## config.mk

```make
export PLATFORM = sky130hd
export DESIGN_NAME = rr_event_encoder
export DESIGN_NICKNAME = d
export VERILOG_FILES = /design/src/rtl/rr_event_encoder_pkg.sv /design/src/rtl/rr_event_encoder_pick.sv /design/src/rtl/rr_event_encoder.sv
export SDC_FILE = /design/constraint.sdc
export NUM_CORES = 1
export LEC_CHECK = 0
export BUFFER_PORTS_ARGS = -buffer_cell sky130_fd_sc_hd__buf_2
export CORE_MARGIN = 2
export CORE_UTILIZATION = 55
export CTS_CLUSTER_DIAMETER = 60
export DETAILED_ROUTE_END_ITERATION = 10
export GPL_TIMING_DRIVEN = 1
export PLACE_DENSITY = 0.79
export SYNTH_ARGS = -nofsm -noshare
export SYNTH_HDL_FRONTEND = slang
export SYNTH_SLANG_ARGS = --single-unit
export TNS_END_PERCENT = 5
```

## constraint.sdc

```tcl
create_clock -name clk -period 5.55 [get_ports clk]
set_input_delay 0.8325 -clock clk [delete_from_list [all_inputs] [get_ports clk]]
set_output_delay 0.8325 -clock clk [all_outputs]
set_load 0.005 [all_outputs]
```

## src/rtl/rr_event_encoder_pkg.sv

```systemverilog
// Shared constants and helpers for the round-robin event encoder and future arbiters.
package rr_event_encoder_pkg;

    localparam int unsigned MAX_N = 32;
    localparam int unsigned MAX_W = 5;

    // Ceiling log2 for deriving code widths from line counts.
    function automatic int unsigned clog2(input int unsigned v);
        int unsigned r;
        r = 0;
        for (int unsigned p = 1; p < v; p = p << 1) begin
            r++;
        end
        return r;
    endfunction

    localparam int unsigned N_DEF = 8;
    localparam int unsigned W_DEF = clog2(N_DEF);

    // Rotate the low n bits of v right by sh: result bit i = v[(i + sh) mod n].
    function automatic logic [MAX_N-1:0] rotate_mask(input logic [MAX_N-1:0] v,
                                                     input int unsigned sh,
                                                     input int unsigned n);
        logic [MAX_N-1:0] r;
        int unsigned      j;
        r = '0;
        for (int unsigned i = 0; i < MAX_N; i++) begin
            if (i < n) begin
                j = (i + sh) % n;
                r[i[MAX_W-1:0]] = v[j[MAX_W-1:0]];
            end
        end
        return r;
    endfunction

endpackage

```

## src/rtl/rr_event_encoder_pick.sv

```systemverilog
// Combinational round-robin pick: first set bit of vec searching last+1 upward, wrapping.
module rr_pick
    import rr_event_encoder_pkg::*;
#(
    parameter int unsigned N = N_DEF,
    parameter int unsigned W = clog2(N)
) (
    input  logic [N-1:0] vec,
    input  logic [W-1:0] last,
    output logic         found,
    output logic [W-1:0] idx
);

    logic [W-1:0]     start;
    logic [W-1:0]     k;
    logic [MAX_N-1:0] rot;

    // Rotate so last+1 lands at bit 0, fixed-priority encode, then un-rotate by adding back.
    always_comb begin
        start = last + 1'b1;
        rot   = rotate_mask(MAX_N'(vec), 32'(start), N);
        found = 1'b0;
        k     = '0;
        for (int unsigned i = 0; i < N; i++) begin
            if (!found && rot[i[MAX_W-1:0]]) begin
                found = 1'b1;
                k     = W'(i);
            end
        end
        idx = start + k;
    end

endmodule

```

## src/rtl/rr_event_encoder.sv

```systemverilog
// Sticky request capture with round-robin binary encoding behind a valid/ready handshake.
module rr_event_encoder
    import rr_event_encoder_pkg::*;
#(
    parameter int unsigned N = N_DEF,
    parameter int unsigned W = clog2(N)
) (
    input  logic         clk,
    input  logic         reset_n,
    input  logic         enable,
    input  logic [N-1:0] req,
    input  logic         ready,
    output logic         valid,
    output logic [W-1:0] code,
    output logic [N-1:0] pending,
    output logic         busy
);

    logic [N-1:0] pending_q, pending_d;
    logic         valid_q, valid_d;
    logic [W-1:0] code_q, code_d;
    logic [W-1:0] last_q, last_d;

    logic         accept;
    logic [N-1:0] clr;
    logic [N-1:0] sel;
    logic [W-1:0] ptr;
    logic         found;
    logic [W-1:0] pick_idx;

    // The just-accepted code acts as the search pointer in the same cycle it is retired.
    always_comb begin
        accept = valid_q & ready;
        clr    = accept ? (N'(1) << code_q) : '0;
        sel    = pending_q & ~clr;
        ptr    = accept ? code_q : last_q;
    end

    rr_pick #(.N(N), .W(W)) u_pick (
        .vec   (sel),
        .last  (ptr),
        .found (found),
        .idx   (pick_idx)
    );

    // Next-state: capture/clear of pending (set wins), offer when the slot frees, pointer on accept.
    always_comb begin
        pending_d = (pending_q & ~clr) | (enable ? req : '0);
        valid_d   = valid_q;
        code_d    = code_q;
        last_d    = accept ? code_q : last_q;
        if (!valid_q || accept) begin
            valid_d = found;
            if (found) begin
                code_d = pick_idx;
            end
        end
    end

    // State registers; reset pointer to N-1 so the first search starts at index 0.
    always_ff @(posedge clk or negedge reset_n) begin
        if (!reset_n) begin
            pending_q <= '0;
            valid_q   <= 1'b0;
            code_q    <= '0;
            last_q    <= '1;
        end else begin
            pending_q <= pending_d;
            valid_q   <= valid_d;
            code_q    <= code_d;
            last_q    <= last_d;
        end
    end

    // Output drive.
    always_comb begin
        valid   = valid_q;
        code    = code_q;
        pending = pending_q;
        busy    = valid_q | (|pending_q);
    end

endmodule

```

==> results.json <==
{
  "chipWidth_um": 53.3,
  "cts_hold_buffers": 0,
  "cap_viol_max_count": 0,
  "avgSynthCellArea_um2": 10.3,
  "ys_ff_latch": 15,
  "cts_sinks": 15,
  "vias_per_cell": 6.27,
  "drtAntennaViolNets": 0,
  "tritoncts": "yes",
  "critPathKind": "in -> reg",
  "cts_setup_buffers": 0,
  "wire_per_inst_um": 16.9,
  "setup_viol": 0,
  "worstMarginPinSlew_ns": 0.546,
  "synth_top_area_share_pct": 22.5,
  "drt_iter0_markers": 42,
  "synth-async-reset-ratio_pct": 100,
  "io_pins": 25,
  "rsz0062_at_grt": "no",
  "layout_common_cells": "24 x buf_2, 21 x nand2_1, 12 x dfrtp_1",
  "grtUsageTotal_pct": 25.9,
  "period_minus_slack_ns": 4.72,
  "dp_hpwl_um": 2490,
  "postSynthCellCount": 130,
  "io_buffers": 24,
  "yosysWarnings": 0,
  "fin_util_pct": 66.0,
  "crit_arrival_ns": 4.88,
  "cts_buffer_depth": 2,
  "finalMaxSlewViolations": 0,
  "setup_tns_ns": 0,
  "num-fill-cells": 189,
  "pre_cts_ws_ns": 0.553,
  "wl_um": 3070,
  "die_h_um": 53.3,
  "synth-edff-count": 0,
  "crit_fanout": 10,
  "grt_max_degree": 16,
  "yosysTopAreaCell": "dfrtp_1",
  "syn-cell-area_um2": 1340,
  "worstSkewPairLatency_ns": 0.28,
  "gp_congestion": 0.940,
  "fin_nets": 171,
  "core_area_um2": 2250,
  "ys.flop_type": "dfrtp_1",
  "fp.dieArea_um2": 2840,
  "vias": 1141,
  "root_buffer": "clkbuf_4",
  "cts_buffers": 3,
  "setup_ws_ns": 0.835,
  "grt_pass1_vias": 1176,
  "clk_pin_slew_ns": 0.09,
  "cpMaxStageDelayCell": "mux4_2",
  "drc": 0,
  "cts_resized": 0,
  "finalCritPeriodShare_pct": 85.0,
  "r2r_setup_slack_ns": 0.95,
  "cp-end-kind": "flip-flop",
  "slowest_delay_ns": 0.60,
  "ir_drop_v": 0.000357,
  "num_rows": 17,
  "power.leakage_nw": 0.600,
  "hp-class": "in -> async",
  "grt_overflow": 0,
  "path_cells": "buf_2, a21bo_2, nand2_4, ha_1, inv_1, mux4_2, nor4b_1, nor4_1, or3_1, o221ai_1, o21a_1, ha_1, inv_1, fa_1, xnor2_1, xnor2_1, mux2_1",
  "synth.distinct_cells": 47,
  "start_kind": "input port",
  "power_density_nw_per_um2": 615,
  "initial_core_util_pct": 59.3,
  "first_pass_iters": 5,
  "hold_viol_final": 0,
  "layout-drive-gt1-share_pct": 33.1,
  "htreeDepth": 1,
  "max_slew_margin_pct": 63.2,
  "layout_commonest_cell": "buf_2",
  "diodes": 0,
  "seq_area_frac_synth_pct": 28.4,
  "cp.required_ns": 5.71,
  "yosys-top-cells-area": "dfrtp_1 22%, mux4_2 8.4%, dfstp_2 5.9%",
  "clock_skew_ns": 0.0106,
  "grt_pass1_wl_um": 5270,
  "rr_worst_depth": 16,
  "synth.net_count": 146,
  "outcome": "finished clean",
  "antenna_found_initial": 0,
  "fmax_ghz": 0.212,
  "area_growth_pct": 11.3
}
[Yosys cell counts, types with 2 or more instances]
cell type,instances
nand2_1,21
dfrtp_1,12
nor4_1,7
o21ai_0,7
mux2i_1,6
mux4_2,5
inv_1,4
nor4b_1,4
a21boi_0,3
a21oi_1,3
and3_1,3
dfstp_2,3
ha_1,3
mux2_2,3
nand2b_1,3
nand3_1,3
xnor2_1,3
a21bo_2,2
buf_6,2
clkbuf_1,2
mux2_1,2
nor2_1,2
o31ai_1,2
o32a_1,2
[layout make-up]
cell class / instances / area (um^2) / share of cell area (%)
multi-input cells: 106 / 908 / 61.1
flip-flops and latches: 15 / 379 / 25.5
repair buffers: 24 / 120 / 8.07
well taps: 28 / 35.0 / 2.35
clock buffers: 4 / 26.3 / 1.77
inverters: 5 / 18.8 / 1.26
[power breakdown]
part / total [mW] / internal, mW / switching, mW
sequential: 0.232 / 0.161 / 0.0708
clock: 0.0616 / 0.0279 / 0.0337
combinational: 0.622 / 0.298 / 0.324
total: 0.915 / 0.487 / 0.428
[critical path, delay by kind of cell]
kind	cells	cell delay, ns
and+or+nand+nor	4	1.01
adders and majority gates	3	0.89
muxes	2	0.88
AOI/OAI and AO/OA	3	0.55
buffers and inverters	3	0.42
xor gates and xnor gates	2	0.28
[flip-flops by register name, indices dropped and copies added (netlist names)]
signal   count
pending      8
valid        1
code         3
last_q       3
[kinds of logic after synthesis]
kind of cell    share of synthesized area (%)
xor+xnor                                 5.81
flops                                    28.4
compound gates                           15.7
mux                                      19.1
buf+inv                                  3.65
fa+ha+maj                                4.31
simple gates                             23.0
[worst paths after layout]
check	startpoint	end
min in group clk	code[2]$_DFFE_PN0P_	code[2]$_DFFE_PN0P_
max in group asynchronous	reset_n	last_q[2]$_DFF_PN1_
worst min register to register	code[2]$_DFFE_PN0P_	code[2]$_DFFE_PN0P_
worst min-delay path	reset_n	pending[3]$_DFF_PN0_
worst max-delay path	ready	code[2]$_DFFE_PN0P_
worst max register to register	valid$_DFFE_PN0N_	code[2]$_DFFE_PN0P_
[routing by layer]
layer	vias up	part of all wire (%)	track usage (%)
met4	0	1.0	5.56
met1	531	39	32.9
met3	4	9.8	6.50
met5	-	0	0
met2	60	50	44.2
li1	546	-	-
[metrics by stage]
step | cell area, um^2 | hold slack, ns | power (mW) | std cells
finish | 1490 | 0.438 | 0.915 | 182
global route | 1490 | 0.445 | 0.995 | 182
CTS | 1490 | 0.448 | 0.912 | 182
detailed placement | 1460 | 0.586 | 0.845 | 178
global placement | 1460 | 0.580 | 0.817 | 178
floorplan | 1340 | 0.537 | 0.687 | 130
Power figures use the tool's default switching activity.
